## config.mk

```make
export PLATFORM = sky130hd
export DESIGN_NAME = mem_access_stage
export DESIGN_NICKNAME = d
export VERILOG_FILES = /design/src/rtl/mem_access_stage.sv
export SDC_FILE = /design/constraint.sdc
export NUM_CORES = 1
export LEC_CHECK = 0
export BUFFER_PORTS_ARGS = -buffer_cell sky130_fd_sc_hd__buf_4
export CORE_ASPECT_RATIO = 1.5
export CORE_MARGIN = 1.5
export CORE_UTILIZATION = 45
export DETAILED_ROUTE_END_ITERATION = 16
export PLACE_DENSITY_LB_ADDON = 0.08
export SYNTH_ARGS = -nofsm -noshare
export SYNTH_HDL_FRONTEND = slang
export SYNTH_SLANG_ARGS = --single-unit
```

## constraint.sdc

```tcl
create_clock -name clk -period 1.75 [get_ports clk]
set_input_delay 0.0875 -clock clk [delete_from_list [all_inputs] [get_ports clk]]
set_output_delay 0.0875 -clock clk [all_outputs]
set_load 0.02 [all_outputs]
```

## src/rtl/mem_access_stage.sv

```systemverilog
// Memory-access pipeline stage between execute and writeback.
// Loads and stores go through a req/ack handshake and stall execute until the ack arrives.
module mem_access_stage #(
  parameter int unsigned       DATA_W    = 16,
  parameter int unsigned       ADDR_W    = 16,
  parameter int unsigned       REG_IDX_W = 5,
  parameter int unsigned       CTRL_W    = 4,
  parameter logic [CTRL_W-1:0] LOAD_OP   = 4'b1100,
  parameter logic [CTRL_W-1:0] STORE_OP  = 4'b1110
) (
  input  logic                 clk,
  input  logic                 rst_n,
  input  logic                 valid_ex,
  input  logic [CTRL_W-1:0]    control_ex,
  input  logic [DATA_W-1:0]    result_ex,
  input  logic [DATA_W-1:0]    reg_data_ex,
  input  logic [REG_IDX_W-1:0] dest_reg_index_ex,
  input  logic                 dest_reg_write_en_ex,
  output logic                 stall_ex,
  output logic                 mem_req,
  output logic                 mem_we,
  output logic [ADDR_W-1:0]    mem_addr,
  output logic [DATA_W-1:0]    mem_wdata,
  input  logic                 mem_ack,
  input  logic [DATA_W-1:0]    mem_rdata,
  output logic                 valid_ma,
  output logic [CTRL_W-1:0]    control_ma,
  output logic [DATA_W-1:0]    result_ma,
  output logic [DATA_W-1:0]    data_ma,
  output logic [REG_IDX_W-1:0] dest_reg_index_ma,
  output logic                 dest_reg_write_en_ma
);

  typedef enum logic {IDLE, BUSY} state_t;

  state_t state, state_next;

  logic [CTRL_W-1:0]    hold_control;
  logic [DATA_W-1:0]    hold_result;
  logic [DATA_W-1:0]    hold_reg_data;
  logic [REG_IDX_W-1:0] hold_dest;
  logic                 hold_we;
  logic                 hold_store;
  logic                 is_mem_op;

  assign is_mem_op = valid_ex && ((control_ex == LOAD_OP) || (control_ex == STORE_OP));

  always_ff @(posedge clk or negedge rst_n) begin
    if (!rst_n) state <= IDLE;
    else        state <= state_next;
  end

  always_comb begin
    state_next = state;
    case (state)
      IDLE:    if (is_mem_op) state_next = BUSY;
      BUSY:    if (mem_ack)   state_next = IDLE;
      default: state_next = IDLE;
    endcase
  end

  // Request fields come straight from the hold registers, so they stay stable for the whole wait.
  assign stall_ex  = (state == BUSY);
  assign mem_req   = (state == BUSY);
  assign mem_we    = (state == BUSY) && hold_store;
  assign mem_addr  = hold_result[ADDR_W-1:0];
  assign mem_wdata = hold_reg_data;

  always_ff @(posedge clk or negedge rst_n) begin
    if (!rst_n) begin
      hold_control         <= '0;
      hold_result          <= '0;
      hold_reg_data        <= '0;
      hold_dest            <= '0;
      hold_we              <= 1'b0;
      hold_store           <= 1'b0;
      valid_ma             <= 1'b0;
      control_ma           <= '0;
      result_ma            <= '0;
      data_ma              <= '0;
      dest_reg_index_ma    <= '0;
      dest_reg_write_en_ma <= 1'b0;
    end else begin
      case (state)
        IDLE: begin
          if (is_mem_op) begin
            hold_control         <= control_ex;
            hold_result          <= result_ex;
            hold_reg_data        <= reg_data_ex;
            hold_dest            <= dest_reg_index_ex;
            hold_we              <= dest_reg_write_en_ex;
            hold_store           <= (control_ex == STORE_OP);
            valid_ma             <= 1'b0;
            dest_reg_write_en_ma <= 1'b0;
          end else if (valid_ex) begin
            valid_ma             <= 1'b1;
            control_ma           <= control_ex;
            result_ma            <= result_ex;
            data_ma              <= '0;
            dest_reg_index_ma    <= dest_reg_index_ex;
            dest_reg_write_en_ma <= dest_reg_write_en_ex;
          end else begin
            valid_ma             <= 1'b0;
            dest_reg_write_en_ma <= 1'b0;
          end
        end
        BUSY: begin
          if (mem_ack) begin
            valid_ma             <= 1'b1;
            control_ma           <= hold_control;
            result_ma            <= hold_result;
            data_ma              <= hold_store ? '0 : mem_rdata;
            dest_reg_index_ma    <= hold_dest;
            dest_reg_write_en_ma <= hold_we && !hold_store;
          end else begin
            valid_ma             <= 1'b0;
            dest_reg_write_en_ma <= 1'b0;
          end
        end
        default: begin
          valid_ma             <= 1'b0;
          dest_reg_write_en_ma <= 1'b0;
        end
      endcase
    end
  end

endmodule

```

==> flow_summary_export.csv, run 1 <==
group,metric,value,unit
placed_design,gp_congestion,0.774,
pwr,p_int,4.37,mW
timing,setup_violations,0,
clock_tree,cts_sinks,87,
pwr,clkPwrFrac,28.0,%
layout,drive_gt1_share,60.6,%
pwr,combinationalPowerShare,29.3,%
grt,grt_pass1_vias,2733,
synthesis,ys_seq_area_share,59.9,%
grt,track_usage,21.3,%
min_path,hold_start,"result_ex[15]",
floorplan,num_rows,40,
clock_tree,root_buffer,"clkbuf_16",
pwr,p_switching,1.73,mW
clock_tree,cts_max_level,3,
critical_path,worst-path-buf-inv,1,
clock_tree,cts_tree,"done",
floorplan,die_h,113,µm
critical_path,required,1970,ps
synthesis,synthCells,218,
pwr,p_leak,2.73,nW
clock_tree,clock_path_buffers,2,
grt,grt_pass1_wl,13900,µm
timing,clock.fmax,626,MHz
critical_path,ff2ff_setup_slack,150,ps
timing,rsz0062_at_grt,"false",
routing,drt_iter0_drc,101,
pwr,switching_share,28.4,%
routing,wirelength,8780,µm
routing,avgRoutedWirePerCell,16.5,µm
run_status,status,"complete, no violations",
synthesis,syn_avg_cell_area,16.7,µm²
pwr,p_per_area,1080,mW/mm²
floorplan,ios,140,
timing,tns,0,ps
grt,antenna_found_initial,0,
clock_tree,cts_resized,0,
routing,drcViolationCount,0,
clock_tree,cts_buffers,9,
synthesis,yosysWarnings,0,
synthesis,synth_nets,280,
floorplan,start_util,45.9,%
layout,n_antenna_cell,0,
placed_design,dp_hpwl,5770,µm
placed_design,port_buffers,139,
routing,routed.top_layer,"met4",
timing,tightestPinTransition,442,ps
critical_path,path_cells,"buf_4, mux2_2, mux2_4",
min_path,hold_class,"input port to flop",
floorplan,die_x,76.4,µm
timing,relSlewSlack,70.6,%
pwr,seqPwrFrac,42.7,%
routing,via_count,2589,
grt,grt_max_degree,41,
min_path,whs_path_depth,2,
grt,globalRoute.totalOverflow,0,
timing,fin_crit,1600,ps
critical_path,crit_family,"multiplexers",
critical_path,cp_slowest_stage_delay,510,ps
clock_tree,postCtsSetupBuffers,0,
timing,hold_violations,0,
critical_path,reg2reg_from,"mem_req$_DFF_PN0_",
routing,route.met2.wl,4620,µm
synthesis,ys_seq_elements,87,
routing,wl_met3,388,µm
synthesis,synth.distinct_cells,19,
clock_tree,clk_pin_slew,60,ps
run,maxCapViolations,0,
critical_path,ff2ff_path_depth,3,
layout,final_cell_area,0.00567,mm²
critical_path,critPathArrivalTime,1810,ps
critical_path,path_max_fanout,17,
timing,final_max_slew_viol_count,0,
layout,nets,485,
critical_path,timing.rr.end,"result_ma[5]$_DFFE_PN0P_",
clock_tree,clk_latency,330,ps
critical_path,start_kind,"flop",
timing,hold_slack,20.0,ps
min_path,min_to,"mem_addr[15]$_DFFE_PN0P_",
routing,wl_met1,3530,µm
routing,viasPerCell,4.88,
routing,first_pass_iters,4,
floorplan,die_area,0.00863,mm²
timing,skew,2.05,ps
routing,ant_nets,0,
pwr,peakVddDrop,696,µV
layout,syn2layout_area_growth,56.2,%
placed_design,placed_area,0.00486,mm²
floorplan,fp.coreArea,0.00791,mm²
critical_path,end_kind,"flop",
critical_path,slowest_stage,"dfrtp_1",
critical_path,crit_type,"flop to flop",
synthesis,syn-cell-area,0.00363,mm²
timing,min_period_over_period,91.3,%
[worst register-to-register path: cells and delay by family, from the launching register on]
family,cells,cell delay (ps)
buf+inv,1,340
flops,1,510
mux,2,630
[timing repair]
item | 4_1_cts | 5_1_grt
setup endpoints to repair | 0 | 0
hold buffers | 55 | 0
endpoints found under the hold margin | 87 | 0
[state kept, by name, summed over array words and instances, names as in the netlist]
name	cells
mem_addr	16
mem_req	1
hold_we	1
hold_dest	5
mem_wdata	16
hold_store	1
control_ma	4
result_ma	16
dest_reg_write_en_ma	1
hold_control	4
valid_ma	1
data_ma	16
dest_reg_index_ma	5
[routing by layer]
layer / up-vias / GRT usage [%]
li1: 1201 / -
met1: 1288 / 24.2
met2: 84 / 37.1
met3: 16 / 5.00
met4: 0 / 11.5
met5: - / 0
[cells in the mapped netlist, drive strengths merged]
cell | number | area share, %
a22o | 16 | 3.9
nor2b | 2 | 0.41
a32o | 1 | 0.28
buf | 12 | 2.5
and2 | 1 | 0.17
inv | 2 | 0.28
dfrtp | 87 | 60
nor3b | 2 | 1.0
mux2 | 90 | 30
a21o | 1 | 0.21
a22oi | 1 | 0.59
or2 | 2 | 0.34
nand3b | 1 | 0.55
[cells in the final DEF (no fill, tap or decap)]
master and count:
nor2b_2 1, nor3b_4 2, mux2_2 68, buf_12 4, nor2b_1 1, a21o_1 1
clkbuf_16 9, dfrtp_1 87, mux2_4 19, clkinv_2 1, and2_1 1, clkbuf_1 2
a32o_1 1, dlygate4sd3_1 55, inv_4 1, mux2_1 3, inv_1 1, clkbuf_8 2
a22oi_4 1, nand3b_4 1, buf_4 147, a22o_1 16, or2_2 2
[metrics by stage]
step | cells | power, mW | setup WS, ps | utilization [%]
finish | 531 | 6.10 | 153 | 71.7
global route | 531 | 6.38 | 96.1 | 71.7
CTS | 531 | 6.17 | 150 | 71.7
detailed placement | 462 | 4.33 | 170 | 61.4
global placement | 462 | 4.30 | 202 | 61.4
floorplan | 218 | 3.52 | 7.27 | -
[how the worst max path moves through the flow]
stage | depth (start not counted) | slack [ps] | start | to
floorplan | 4 | 7 | mem_req$_DFF_PN0_ | result_ma[12]$_DFFE_PN0P_
global placement | 3 | 200 | mem_req$_DFF_PN0_ | result_ma[15]$_DFFE_PN0P_
detailed placement | 3 | 170 | mem_req$_DFF_PN0_ | result_ma[5]$_DFFE_PN0P_
CTS | 3 | 150 | mem_req$_DFF_PN0_ | result_ma[5]$_DFFE_PN0P_
global route | 3 | 100 | mem_req$_DFF_PN0_ | result_ma[7]$_DFFE_PN0P_
finish | 3 | 150 | mem_req$_DFF_PN0_ | result_ma[5]$_DFFE_PN0P_
[layout make-up]
class	count	area, µm²
inverters	2	10.0
fillers	562	2230
multi-input cells	117	1360
flip-flops and latches	87	2180
repair buffers	206	1730
well taps	105	131
clock inverters	1	5.00
clock buffers	13	260
[kinds of logic after synthesis]
kind of cell    after synthesis  share of synthesized area, %
simple gates                  8                          2.51
compound gates               19                          4.93
buf+inv                      14                          2.76
flops                        87                          59.9
mux                          90                          29.9
[power by group through the flow]
stage               registers, mW  logic, mW  clock network [mW]
floorplan                    2.99      0.530                   0
global placement             2.62       1.67                   0
detailed placement           2.63       1.70                   0
CTS                          2.60       1.80                1.77
global route                 2.66       1.88                1.84
finish                       2.60       1.79                1.71
Power figures use the tool's default switching activity.
==> run 2: changes to the inputs <==
--- a/config.mk
+++ b/config.mk
@@ -11,6 +11,7 @@
 export CORE_UTILIZATION = 45
 export DETAILED_ROUTE_END_ITERATION = 16
 export PLACE_DENSITY_LB_ADDON = 0.08
+export RECOVER_POWER = 100
 export SYNTH_ARGS = -nofsm -noshare
 export SYNTH_HDL_FRONTEND = slang
 export SYNTH_SLANG_ARGS = --single-unit
==> flow_summary_export.csv, run 2 (same netlist as run 1, synthesis figures left out) <==
group,metric,value,unit
run_status,status,"complete, no violations",
clock_tree,clk_latency,330,ps
critical_path,path_cells,"buf_4, mux2_2, mux2_1",
clock_tree,clock_path_buffers,2,
placed_design,gp_congestion,0.774,
timing,rsz0062_at_grt,"false",
clock_tree,cts_resized,0,
pwr,peakVddDrop,684,µV
layout,final_common_cell,"dfrtp_1",
layout,fin_cells,531,
routing,drcViolationCount,0,
floorplan,ios,140,
min_path,hold_class,"input port to flop",
routing,via_count,2578,
timing,clock.fmax,627,MHz
routing,viasPerCell,4.85,
critical_path,cp_slowest_stage_delay,480,ps
routing,ant_nets,0,
timing,hold_violations,0,
critical_path,critPathArrivalTime,1810,ps
layout,syn2layout_area_growth,46.5,%
timing,tns,0,ps
routing,first_pass_iters,4,
timing,skew,1.89,ps
grt,track_usage,21.3,%
pwr,total_power,5.80,mW
timing,fin_crit,1600,ps
clock_tree,cts_tree,"done",
placed_design,dp_hpwl,5770,µm
grt,grt_pass1_vias,2733,
placed_design,place_inst,462,
floorplan,num_rows,40,
pwr,p_leak,2.42,nW
grt,grt_max_degree,41,
critical_path,end_kind,"flop",
floorplan,fp.coreArea,0.00791,mm²
timing,min_period_over_period,91.2,%
critical_path,required,1960,ps
layout,final_cell_mix,"dfrtp_1, clkbuf_1, mux2_2",
floorplan,die_x,76.4,µm
critical_path,path_max_fanout,17,
critical_path,start_kind,"flop",
floorplan,die_area,0.00863,mm²
layout,drive_gt1_share,41.8,%
placed_design,placed_area,0.00486,mm²
layout,final_cell_area,0.00532,mm²
critical_path,ff2ff_setup_slack,150,ps
layout,n_antenna_cell,0,
placed_design,port_buffers,139,
grt,antenna_found_initial,0,
layout,nets,485,
timing,fin_ws,155,ps
routing,avgRoutedWirePerCell,16.7,µm
floorplan,start_util,45.9,%
clock_tree,cts_buffers,9,
timing,hold_slack,18.8,ps
timing,final_max_slew_viol_count,0,
clock_tree,clk_pin_slew,60,ps
routing,drt_iter0_drc,113,
critical_path,ff2ff_path_depth,3,
pwr,p_per_area,1090,mW/mm²
timing,relSlewSlack,43.0,%
clock_tree,cts_max_level,3,
clock_tree,cts_sinks,87,
timing,tightestPinTransition,855,ps
timing,setup_violations,0,
placed_design,post-place-ws,170,ps
routing,wirelength,8880,µm
critical_path,crit_type,"flop to flop",
clock_tree,root_buffer,"clkbuf_16",
floorplan,die_h,113,µm
grt,globalRoute.totalOverflow,0,
min_path,whs_path_depth,2,
layout,fillers,662,
critical_path,slowest_stage,"dfrtp_1",
grt,grt_pass1_wl,13900,µm
run,maxCapViolations,0,
layout,postLayoutCoreUtil,67.3,%
==> run 2: cell count changes in the layout (fill, tap and decap cells not counted) <==
| cell | delta |
|---|---|
| mux2_4 | -3 |
| buf_6 | +2 |
| buf_12 | -3 |
| clkbuf_2 | +4 |
| buf_4 | -80 |
| a22oi_1 | +1 |
| clkbuf_4 | +1 |
| clkbuf_1 | +76 |
| and2_0 | +1 |
| a22oi_4 | -1 |
| and2_1 | -1 |
| mux2_1 | +3 |
==> run 2: final timing paths <==
check,from,end
max in group asynchronous,rst_n,mem_wdata[10]$_DFFE_PN0P_
worst max register to register,mem_req$_DFF_PN0_,result_ma[6]$_DFFE_PN0P_
worst min register to register,hold_control[3]$_DFFE_PN0P_,hold_control[3]$_DFFE_PN0P_
worst max-delay path,mem_req$_DFF_PN0_,result_ma[6]$_DFFE_PN0P_
worst min-delay path,result_ex[15],mem_addr[15]$_DFFE_PN0P_
min in group asynchronous,rst_n,data_ma[12]$_DFFE_PN0P_
==> run 2: power by group <==
group | switching, mW | internal (mW)
Sequential | 0.219 | 2.38
Clock | 0.689 | 1.02
Combinational | 0.811 | 0.687
==> run 2: layout make-up <==
type                            count  area, µm²  share of cell area (%)
Clock buffer                       13        260                    4.89
Timing Repair Buffer              206       1410                    26.5
Sequential cell                    87       2180                    40.9
Multi-Input combinational cell    117       1330                    25.0
Inverter                            2       10.0                   0.188
Clock inverter                      1       5.00                  0.0940
Tap cell                          105        131                    2.47
==> run 2: critical path: cells and delay by family (launching register included) <==
kind / cells / cell delay [ps]
multiplexers: 2 / 660
flip-flops: 1 / 480
buffers and inverters: 1 / 320
==> run 2: timing repair <==
| action | in CTS | in global routing |
|---|---|---|
| hold buffers | 55 | 0 |
| hold endpoints to repair | 87 | 0 |
| setup buffers | 0 | 0 |
==> run 2: routing by layer <==
layer	wire [µm]	GRT usage [%]	up-vias
met5	0	0	-
met4	262	11.5	0
met3	400	5.00	18
met2	4580	37.1	90
met1	3640	24.2	1272
li1	-	-	1198
